$ cat src/rtl/ps2_host_tx_pkg.sv
// Shared PS/2 definitions: transmitter states, default timing and frame builder.
// The keyboard receiver imports the same package.
package ps2_host_tx_pkg;

    typedef enum logic [2:0] {
        S_IDLE,
        S_INHIBIT,
        S_REL,
        S_BITS,
        S_ACK,
        S_WAITREL
    } state_e;

    localparam int INHIBIT_CYC = 840;
    localparam int TIMEOUT_CYC = 140000;
    localparam int FILTER_LEN  = 8;

    // {stop, odd parity, data}, shifted out LSB first
    function automatic logic [9:0] ps2_frame(input logic [7:0] b);
        return {1'b1, ~^b, b};
    endfunction

endpackage

$ cat src/rtl/ps2_host_tx_sync.sv
// PS/2 line conditioner: 2-FF synchroniser, run-length glitch filter
// and registered falling-edge pulse on the filtered level.
module ps2_sync
    import ps2_host_tx_pkg::*;
#(
    parameter int FILTER = FILTER_LEN
) (
    input  logic clock,
    input  logic reset,
    input  logic line_i,
    output logic level_o,
    output logic fall_o
);

    localparam int CW = $clog2(FILTER) + 1;

    logic          s1_q, s1_d;
    logic          s2_q, s2_d;
    logic          lvl_q, lvl_d;
    logic          fall_q, fall_d;
    logic [CW-1:0] cnt_q, cnt_d;

    always_comb begin
        s1_d  = line_i;
        s2_d  = s1_q;
        lvl_d = lvl_q;
        cnt_d = '0;
        if (s2_q != lvl_q) begin
            if (cnt_q == CW'(FILTER - 1)) begin
                lvl_d = s2_q;
            end else begin
                cnt_d = cnt_q + 1'b1;
            end
        end
        fall_d = lvl_q & ~lvl_d;
    end

    // Idle bus level is high, so start from 1 to avoid a fake edge.
    always_ff @(posedge clock) begin
        if (reset) begin
            s1_q   <= 1'b1;
            s2_q   <= 1'b1;
            lvl_q  <= 1'b1;
            fall_q <= 1'b0;
            cnt_q  <= '0;
        end else begin
            s1_q   <= s1_d;
            s2_q   <= s2_d;
            lvl_q  <= lvl_d;
            fall_q <= fall_d;
            cnt_q  <= cnt_d;
        end
    end

    assign level_o = lvl_q;
    assign fall_o  = fall_q;

endmodule

$ cat src/rtl/ps2_host_tx.sv
// PS/2 host-to-device transmitter: inhibits the bus, sends one command
// byte on device clock falls, checks the device ack, with a global timeout.
module ps2_host_tx
    import ps2_host_tx_pkg::*;
#(
    parameter int INHIBIT = INHIBIT_CYC,
    parameter int TIMEOUT = TIMEOUT_CYC,
    parameter int FILTER  = FILTER_LEN
) (
    input  logic       clock,
    input  logic       reset,
    input  logic       start,
    input  logic [7:0] d,
    input  logic       ps2CkI,
    input  logic       ps2DtI,
    output logic       ps2CkOe,
    output logic       ps2DtOe,
    output logic       busy,
    output logic       done,
    output logic       error
);

    localparam int IW = $clog2(INHIBIT + 1);
    localparam int TW = $clog2(TIMEOUT + 1);

    logic ck_lvl, ck_fall;
    logic dt_lvl, dt_fall_unused;

    ps2_sync #(.FILTER(FILTER)) u_ck (
        .clock  (clock),
        .reset  (reset),
        .line_i (ps2CkI),
        .level_o(ck_lvl),
        .fall_o (ck_fall)
    );

    ps2_sync #(.FILTER(FILTER)) u_dt (
        .clock  (clock),
        .reset  (reset),
        .line_i (ps2DtI),
        .level_o(dt_lvl),
        .fall_o (dt_fall_unused)
    );

    state_e        state_q, state_d;
    logic [9:0]    shift_q, shift_d;
    logic [3:0]    bcnt_q, bcnt_d;
    logic [IW-1:0] icnt_q, icnt_d;
    logic [TW-1:0] tcnt_q, tcnt_d;
    logic          ck_oe_q, ck_oe_d;
    logic          dt_oe_q, dt_oe_d;
    logic          busy_q, busy_d;
    logic          done_q, done_d;
    logic          err_q, err_d;
    logic          running;
    logic          timed_out;

    assign running   = state_q inside {S_REL, S_BITS, S_ACK, S_WAITREL};
    assign timed_out = running && (tcnt_q == TW'(TIMEOUT - 1));

    always_comb begin
        state_d = state_q;
        shift_d = shift_q;
        bcnt_d  = bcnt_q;
        icnt_d  = icnt_q;
        tcnt_d  = tcnt_q;
        ck_oe_d = ck_oe_q;
        dt_oe_d = dt_oe_q;
        busy_d  = busy_q;
        done_d  = 1'b0;
        err_d   = 1'b0;
        // Timeout has priority over any device edge in the same cycle.
        if (timed_out) begin
            state_d = S_IDLE;
            ck_oe_d = 1'b0;
            dt_oe_d = 1'b0;
            busy_d  = 1'b0;
            err_d   = 1'b1;
        end else begin
            if (running) begin
                tcnt_d = tcnt_q + 1'b1;
            end
            unique case (state_q)
                S_IDLE: begin
                    if (start && !done_q && !err_q) begin
                        shift_d = ps2_frame(d);
                        busy_d  = 1'b1;
                        icnt_d  = '0;
                        ck_oe_d = 1'b1;
                        state_d = S_INHIBIT;
                    end
                end
                S_INHIBIT: begin
                    if (icnt_q == IW'(INHIBIT - 1)) begin
                        ck_oe_d = 1'b0;
                        dt_oe_d = 1'b1;
                        tcnt_d  = '0;
                        bcnt_d  = '0;
                        state_d = S_REL;
                    end else begin
                        icnt_d = icnt_q + 1'b1;
                    end
                end
                S_REL: state_d = S_BITS;
                S_BITS: begin
                    if (ck_fall) begin
                        dt_oe_d = ~shift_q[0];
                        shift_d = {1'b0, shift_q[9:1]};
                        bcnt_d  = bcnt_q + 1'b1;
                        if (bcnt_q == 4'd9) begin
                            state_d = S_ACK;
                        end
                    end
                end
                S_ACK: begin
                    if (ck_fall) begin
                        if (!dt_lvl) begin
                            state_d = S_WAITREL;
                        end else begin
                            err_d   = 1'b1;
                            busy_d  = 1'b0;
                            state_d = S_IDLE;
                        end
                    end
                end
                S_WAITREL: begin
                    if (ck_lvl && dt_lvl) begin
                        done_d  = 1'b1;
                        busy_d  = 1'b0;
                        state_d = S_IDLE;
                    end
                end
                default: state_d = S_IDLE;
            endcase
        end
    end

    always_ff @(posedge clock) begin
        if (reset) begin
            state_q <= S_IDLE;
            shift_q <= '0;
            bcnt_q  <= '0;
            icnt_q  <= '0;
            tcnt_q  <= '0;
            ck_oe_q <= 1'b0;
            dt_oe_q <= 1'b0;
            busy_q  <= 1'b0;
            done_q  <= 1'b0;
            err_q   <= 1'b0;
        end else begin
            state_q <= state_d;
            shift_q <= shift_d;
            bcnt_q  <= bcnt_d;
            icnt_q  <= icnt_d;
            tcnt_q  <= tcnt_d;
            ck_oe_q <= ck_oe_d;
            dt_oe_q <= dt_oe_d;
            busy_q  <= busy_d;
            done_q  <= done_d;
            err_q   <= err_d;
        end
    end

    assign ps2CkOe = ck_oe_q;
    assign ps2DtOe = dt_oe_q;
    assign busy    = busy_q;
    assign done    = done_q;
    assign error   = err_q;

endmodule

$ cat config.mk
export PLATFORM = sky130hd
export DESIGN_NAME = ps2_host_tx
export DESIGN_NICKNAME = d
export VERILOG_FILES = /design/src/rtl/ps2_host_tx_pkg.sv /design/src/rtl/ps2_host_tx_sync.sv /design/src/rtl/ps2_host_tx.sv
export SDC_FILE = /design/constraint.sdc
export NUM_CORES = 1
export LEC_CHECK = 0
export CORE_ASPECT_RATIO = 1.75
export CORE_MARGIN = 2
export CORE_UTILIZATION = 30
export DETAILED_ROUTE_END_ITERATION = 10
export PLACE_DENSITY = 0.55
export SYNTH_ARGS = -nofsm -noshare
export SYNTH_HDL_FRONTEND = slang
export SYNTH_SLANG_ARGS = --single-unit
export TNS_END_PERCENT = 50
$ cat constraint.sdc
create_clock -name clock -period 1.6 [get_ports clock]
set_input_delay 0.32 -clock clock [delete_from_list [all_inputs] [get_ports clock]]
set_output_delay 0.32 -clock clock [all_outputs]
set_load 0.005 [all_outputs]
* Yosys cells after proc, flatten, opt, wreduce, memory -nomap -nowiden
Index checks and enable logic that the tools add are counted.
** Storage, ports and cells
- Flip-flop bits (word level) :: 65
- Output and inout bits :: 5
- Logic and storage cells :: 113
** Cells by class
- $add $sub $neg :: 5
- Eq/ne operators :: 20
- Mux-type cells :: 37
- Bitwise logic cells :: 7
- Reduce and logical (&&, ||, !) cells :: 25
** Operator list (number)
- $mux W18 :: 3
- $mux W10 :: 4
- $pmux W10 S2 :: 2
- $mux W3 :: 7
- $add A18 B1 Y18 const B :: 1
- $eq A18 B18 Y1 const B :: 1
- $pmux W3 S6 :: 1
- $mux W1 :: 14
- $add A4 B1 Y4 const B :: 3
- $reduce_and A4 Y1 :: 3
- $add A10 B1 Y10 const B :: 1
- $eq A10 B10 Y1 const B :: 1
- $ne A2 B1 Y1 const B :: 5
- $reduce_or A3 Y1 :: 3
- $eq A4 B3 Y1 const B :: 2
- $mux W4 :: 2
- $pmux W4 S2 :: 1
- $reduce_xnor A8 Y1 :: 1
- $eq A3 B2 Y1 const B :: 2
- $eq A3 B3 Y1 const B :: 2
- $ne A2 B2 Y1 const B :: 3
- $not A1 Y1 :: 6
- $reduce_and A3 Y1 :: 2
- $reduce_and A6 Y1 :: 1
- 15 further kinds :: 23

* Longest topological paths before layout
- Depth after elaboration :: 5
- Depth in mapped cells :: 7

* Modules after synthesis
A second synthesis with hierarchy kept.
** Unflattened totals
- Cells, all modules :: 352
- Area total of the unflattened synthesis :: 3143.0 µm²
** By module, submodules not included
- ps2_host_tx :: instances 1, cells an instance 302, area each 2580.0 µm², sequential area each 1001.0 µm²
- ps2_sync :: instances 2, cells an instance 25, area each 281.5 µm², sequential area each 160.2 µm²

* Least setup slack after synthesis
Ideal clock, no wire load.
- Kind :: reg2reg
- Start :: register state_q[0]
- End :: register bcnt_q[0]
- Setup time :: 0.121 ns
- Data arrival time :: 1.640 ns
- Data required time :: 1.479 ns
- Path slack :: -0.160 ns
- Cell stages (with the launch flop) :: 7
- Path buffers :: 1
- Clock period less this slack :: 1.760 ns
- Path through :: dfxtp_1 -> buf_4 -> or3b_1 -> or4_4 -> nand2_2 -> o21ai_2 -> mux2_2
** On the way
- Word-level cells in the longest chain between the ends :: 5
** RTL lines
- start: declaration :: line ps2_host_tx.sv:45 : state_e state_q, state_d;
- start signal: assignment :: line ps2_host_tx.sv:151 : state_q <= state_d;
- $eq A3 B2 Y1, or another cell as far along :: line ps2_host_tx.sv:58 : assign running = state_q inside {S_REL, S_BITS, S_ACK, S_WAITREL};
- $reduce_bool A4 Y1 :: line ps2_host_tx.sv:58
- $logic_and A1 B1 Y1 :: line ps2_host_tx.sv:59 : assign timed_out = running && (tcnt_q == TW'(TIMEOUT - 1));
- $not A1 Y1 (no line)
- $reduce_and A4 Y1 (no line)
- end signal: assignment :: line ps2_host_tx.sv:153 : bcnt_q <= bcnt_d;
- end: declaration :: line ps2_host_tx.sv:47 : logic [3:0] bcnt_q, bcnt_d;
Several ways; a longest one is shown, not always the timed one.
A chain may end at the register's enable or synchronous reset.

* Final worst setup path
- Start :: register icnt_q[5]
- End :: register state_q[1]
** On the way
- Word-level cells in the longest chain between the ends :: 3
** RTL lines
- start: declaration :: line ps2_host_tx.sv:48 : logic [IW-1:0] icnt_q, icnt_d;
- start signal: assignment :: line ps2_host_tx.sv:154 : icnt_q <= icnt_d;
- $eq A10 B10 Y1 :: line ps2_host_tx.sv:94 : if (icnt_q == IW'(INHIBIT - 1)) begin
- $ne A2 B2 Y1 (no line)
- $reduce_and A6 Y1 (no line)
Every way passes these cells.

==> key figures <==
Finish
  – Layout cell share with drive strength beyond 1: 33.8%
  – Most common cell after layout, fill and taps aside: buf_4
  – Number of antenna repair diodes: 0
  – Most used cells in the layout excluding fill and tap cells: buf_4, dfxtp_1, nor2_1
  – Final #Nets: 467
  – Count of non-filler cells in the finished layout: 580
  – Area added between synthesis and finish: 46.0%
  – Post-route standard cell area excluding fillers: ~4600 sq um

STA
  – Post-route clock period utilization: 116%
  – Worst setup skew after layout: ~6.3 ps
  – Total of endpoints with negative setup slack in the final report: 37
  – Max-slew violation total from the final report: 0
  – Minimum clock period after layout: 1860 ps
  – Worst-margin pin slew: around 410 ps
  – Final Worst Setup Slack: -258 ps
  – Headroom to the max-slew limit: 73.0%
  – F_max: between 500 and 600 MHz
  – Final hold viol count: 0
  – RSZ-0062 raised after global routing: true

Critical path
  – Critical path arrival: 2070 ps
  – Required time at the worst-slack endpoint: 1810 ps
  – Critical-path cell list: or3_4 -> or3_4 -> o21a_4 -> buf_4 -> nor3_2 -> nor3_1
  – Critical path buffer and inverter count: 1
  – Largest fanout on the critical path: 3
  – Start-to-end type of the worst setup path: reg2reg
  – Crit. End Element: register
  – Cell family with the largest share of critical-path delay: simple AND/OR/NAND/NOR gates
  – Worst path slowest cell: or3_4
  – Critical path startpoint category: register
  – Most frequent cell on the critical path: or3_4
  – Max incr delay on CP: 390 ps

Clock tree
  – Max Root-Sink Buffers: 2
  – Register clock-pin slew on the reported worst setup and hold paths: 60 ps
  – Number of CTS-inserted buffers: 9
  – Clock latency on the worst-skew pair: 330 ps
  – Clock tree from TritonCTS: yes
  – Cell chosen for the clock root: clkbuf_16
  – Number of sinks on the clock net: 65
  – Number of H-tree branching levels: 3

Place
  – Cell area after placement: 4020 sq um
  – Routability-driven placement congestion ratio: 0.887
  – Sum of net half-perimeters after detailed placement: 5720 um
  – Count of input and output buffers: 17
  – # placed instances: 560
  – Pre-CTS setup slack: -546 ps

Power and ir drop
  – Cell internal power dissipation: 4.02 mW
  – Pwr Density: 1290 nW/um^2
  – Clock network fraction of design power: 32.9%
  – Share of total power consumed by net switching: 31.4%
  – Sum of internal, switching and leakage power: 5.86 mW
  – Power spent charging and discharging nets: 1.84 mW
  – Sequential group share of total power: 32.8%
  – Worst IR Drop VDD: 0.909 mV
  – Static power due to leakage: between 1.5 and 2 nW
  – Combinational cell fraction of total power: 34.3%

Die
  – Total die area: approximately 11000 sq um
  – Starting density of the core: a little over 30%
  – Height of the die: 139 um
  – Die width: 81.1 um
  – Core region area: 10200 sq um
  – I/O Pins: 18
  – Number of rows created at floorplan: 49

Synth
  – Number of enable flip-flop cells after synthesis: 0
  – Synth async-reset ratio: 0%
  – Synthesized Nets: 368
  – Cell types with the largest area share after synthesis: dfxtp_1, xnor2_1, nor2_1
  – Warnings from Yosys: 0
  – Flip-flop and latch count after synthesis: 65
  – Post-Syn Area: 3120 sq um
  – Top-area cell type share of the netlist area: approximately two fifths
  – Number of cells produced by synthesis: around 350
  – Seq/Total Area, Yosys: between 40% and 50%
  – Number of distinct library cell variants in the gate-level netlist after synthesis: 57
  – Top cell type by total area after synthesis: dfxtp_1
  – Average cell area after synthesis: roughly 8.9 sq um
  – Ys flop type: dfxtp_1

Detailed routing
  – Wirelength per Cell: 13.3 um
  – Per-cell via count in the routed design: 4.90
  – Drc violations: 0
  – Overall via count from detail_route: 2842
  – DRC violation total after the first TritonRoute iteration: 97
  – Remaining antenna violation count: 0
  – Length of the first detailed-routing pass in iterations: 4
  – Total wirelength of the detailed-routed design: 7740 um

Run status
  – Result of the run: finished, violations left
  – Violations in the final reports: setup timing

Worst hold path
  – Worst hold path type: reg2reg

GRT
  – Antenna violations before repair: 0
  – Global Route Usage Sum: 14.3%
  – Congestion Overflow GR: 0
  – Vias in the first global route: between 2000 and 3000
  – Global-route wire length before repair: 12600 um
  – Largest net degree at the start of global routing: 20

Job
  – Number of violations of the max-capacitance limit: 0
-- power groups by stage --
stage | logic, mW | clock network (mW) | registers [mW]
final | 2.01 | 1.93 | 1.92
after floorplan | 1.01 | 0 | 1.91
after detailed placement | 1.71 | 0 | 1.93
after global routing | 2.18 | 2.04 | 1.95
after CTS | 1.74 | 1.97 | 1.90
after global placement | 1.69 | 0 | 1.93
-- what timing repair did --
item                                    CTS  global route
resized for setup                         9            36
buffers inserted                          1             2
endpoints found under the setup margin   48            49
hold buffers                              0             0
cloned                                    0             1
pin swaps                                 6            11
-- final cells by class --
class	count	area [sq um]
Fill cell	1018	5620
Multi-Input combinational cell	264	1930
Sequential cell	65	1310
Timing Repair Buffer	101	835
Clock buffer	9	225
Tap cell	127	159
Clock inverter	7	71.3
Inverter	7	26.3
-- metal layers --
metal	GRT usage (%)	up-vias	routed length [um]
met5	0	-	0
met4	7.85	0	204
met3	2.54	10	164
met2	26.3	41	4350
met1	14.6	1349	3020
li1	-	1442	-
-- state kept, by name, indices dropped and copies added (netlist names), 3 cells and up --
signal      flops
u_dt.cnt_q      4
icnt_q         10
state_q         3
shift_q        10
tcnt_q         18
u_ck.cnt_q      4
bcnt_q          4
-- metrics by stage --
stage          TNS [ps]  hold slack (ps)  util [%]
2_1_floorplan     -2020              389         -
3_3_place_gp     -12840              396      39.5
3_5_place_dp     -14510              400      39.5
4_1_cts           -5090              414      42.9
5_1_grt           -7420              437      44.8
6_report          -4380              409      44.8
-- cell usage after synthesis (5+ instances only) --
master	count
nand4_1	6
inv_1	6
nor3_1	13
nor2b_1	5
dfxtp_1	65
o21ai_0	11
xnor2_1	23
nand3_1	8
a21oi_1	13
ha_1	6
or3_1	6
nand2_1	23
nor4b_1	6
or2_2	5
xor2_1	11
clkbuf_1	6
a211oi_1	8
mux2i_1	12
nor2_1	49
-- logic make-up after synthesis --
logic type	count (synthesis)	synth area share [%]
flip-flops	65	41.7
multiplexers	14	4.57
XOR/XNOR	34	9.54
AO/OA/AOI/OAI	56	11.9
buffers and inverters	20	2.93
adder cells (fa/ha/maj)	6	2.41
AND/OR/NAND/NOR	154	26.9
-- worst reg2reg max path: cells and delay by family, from the launching register on --
| family | cells | cell delay, ps |
|---|---|---|
| simple gates | 4 | 1060 |
| compound gates | 1 | 210 |
| buf+inv | 1 | 140 |
| flops | 1 | 320 |
-- path summary, 6_finish.rpt --
check / startpoint / end / slack [ps] / cells after the start
worst max-delay path: icnt_q[5] / state_q[1] / -260 / 6
worst max register to register: icnt_q[5] / state_q[1] / -260 / 6
worst min register to register: u_dt.s1_q / u_dt.s2_q / 410 / 1
worst min-delay path: u_dt.s1_q / u_dt.s2_q / 410 / 1
Power figures use the tool's default switching activity.
==> RTL change (same settings) <==
Register the output `ps2CkOe` once more, without a reset; this adds one clock of latency there. The other outputs are not delayed to match.
--- a/src/rtl/ps2_host_tx.sv
+++ b/src/rtl/ps2_host_tx.sv
@@ -163,3 +163,5 @@
 
-    assign ps2CkOe = ck_oe_q;
+    always_ff @(posedge clock) begin
+        ps2CkOe <= ck_oe_q;
+    end
     assign ps2DtOe = dt_oe_q;
Behaviour: not the same (a bounded check fails within 4 cycles, from zero or initial values and one cycle with reset high).
==> RTL change against the unedited design <==
- the flow still finishes with violations (setup timing)
- area after synthesis up 0.64%
- total power up 5.8%
- sequential share of layout area down 0.30 points
- setup slack better by 0.012 ns
- synthesized cell count up 0.29%
- fmax up 0.63%
- first-iteration DRC count down 19%
- sequential cell count up 1
- wire length up 7.7%
- critical path depth down 1
- final area up 3.5%
- largest cell class unchanged
==> RTL change: results (changes against the unedited design) <==
Global route
  – Met1 Use GR: 0.150 (+0.00374)
  – GRT Util Overall: 0.155 (+0.0120)
  – Grt met2 use: 0.294 (+0.0311)
  – Global-route wire length before repair: 13600 µm (+8.6%)
  – Vias in the first global route: 3058 (+7.9%)
  – GRT met3 Usage: 0.0292 (+0.00379)

Outcome
  – Status: finished with violations
  – Failing checks: setup timing

Synth
  – Commonest cells in the netlist: 66 x dfxtp_1, 49 x nor2_1, 23 x nand2_1, 23 x xnor2_1
  – Synth Net Count: 369 (+0.27%)
  – #FFs+latches synth: 66 (+1.5%)
  – Synth cell types: 57 (unchanged)
  – Synth top area cells: dfxtp_1 42%, xnor2_1 6.4%, nor2_1 5.9%
  – Async SR Flop Fraction: 0 (unchanged)
  – Post-synthesis sequential area ratio: 0.421 (+0.00372)

Timing
  – TNS Setup: -3.99 ns (+0.384 ns)
  – Finish-stage setup viols: 37 (unchanged)
  – Worst-margin pin slew: 0.397 ns (-0.00809 ns)
  – Final worst slack: -0.246 ns (+0.0116 ns)
  – Clk_skew: 0.00549 ns (-0.000831 ns)

Final layout
  – Antenna cells: 0 (unchanged)
  – Fin nets: 474 (+1.5%)
  – Fillers: 972 (-4.5%)
  – Largest regs: tcnt_q x18, icnt_q x10, shift_q x10
  – Layout cells sized above 1: 0.380 (+0.0427)

Drt
  – DR iter-0 viols: 79 (-19%)
  – WL final: 8330 µm (+7.7%)
  – DR vias/cell: 4.98 (+1.7%)

CTS
  – CTS buffer count: 9 (unchanged)
  – H-tree lvl count: 3 (unchanged)
  – CTS Buffer Depth: 2 (unchanged)

Worst setup path
  – R2r worst-path depth: 5 (-1)
  – R2R Path End: bcnt_q[0]
  – Critical-path maximum fanout: 4 (+1)

Power
  – Worst VDD drop: 857 µV (-5.7%)
  – Pleak: 1.88 nW (+3.9%)

Place
  – DP HPWL: 6080 µm (+6.4%)
  – PortBufs: 17 (unchanged)
  – Gpl congestion: 0.858 (-3.2%)

Hold path
  – Type of the most critical hold path: reg -> reg
## RTL change: changes by cell type in the layout (fill, tap and decap cells not counted), sizes merged, moves of 2 or more
cell           change
buf                +6
a2bb2oi            +2
clkdlybuf4s50      -3
clkinvlp           -3
## RTL change: timing repair
action,4_1_cts,5_1_grt
gates resized for setup,37,30
setup endpoints to repair,48,50
buffers inserted,3,0
pin swaps,10,6
cloned,0,3
hold buffers,0,0
hold endpoints to repair,0,0
## RTL change: where the power goes
group / switching (W) / internal (W)
Combinational: 0.00104 / 0.00105
Sequential: 0.000171 / 0.00185
Clock: 0.000733 / 0.00136
## RTL change: final cells by class
class                      count  share of cell area
clock buffer                   9              0.0478
tap                          127              0.0337
multi-input combinational    266               0.425
inverter                       7             0.00557
sequential                    66               0.284
timing repair buffer         105               0.185
clock inverter                 7              0.0196
## RTL change: worst max-delay path: stages, from the launching register on
cell and delay [ns]:
dfxtp_1 0.31, or3_4 0.41, or4_4 0.59, nand2_4 0.10
o21ai_2 0.06, mux2_2 0.27
## RTL change: worst min path at each step
stage	startpoint	to	slack, ns	cells past startpoint
2_1_floorplan	ck_oe_q	ps2CkOe	0.33	0
3_3_place_gp	ck_oe_q	ps2CkOe	0.36	0
3_5_place_dp	ck_oe_q	ps2CkOe	0.36	0
4_1_cts	ck_oe_q	ps2CkOe	0.36	0
5_1_grt	ck_oe_q	ps2CkOe	0.38	0
6_report	ck_oe_q	ps2CkOe	0.37	0
## RTL change: cells by family (layout without fill, tap and decap cells)
kind of cell / Yosys count / after routing / share of synthesized area
flip-flops: 66 / 66 / 0.421
AO/OA/AOI/OAI: 56 / 58 / 0.119
adder cells (fa/ha/maj): 6 / 6 / 0.0239
multiplexers: 14 / 14 / 0.0454
AND/OR/NAND/NOR: 154 / 154 / 0.267
XOR/XNOR: 34 / 34 / 0.0948
buffers and inverters: 20 / 128 / 0.0291
## RTL change: routing by layer
layer  up-vias  part of all wire  routed length (µm)
li1       1474                 -                   -
met1      1396              0.37                3110
met2        38              0.57                4780
met3        18             0.021                 171
met4         0             0.032                 268
met5         -                 0                   0
## RTL change: through the flow
stage | worst slack, ns | std cells | cell area (µm²)
final | -0.246 | 587 | 4710
after global routing | -0.286 | 587 | 4710
after CTS | -0.242 | 585 | 4570
after detailed placement | -0.517 | 566 | 4070
after global placement | -0.477 | 566 | 4070
after floorplan | -0.153 | 350 | 3160
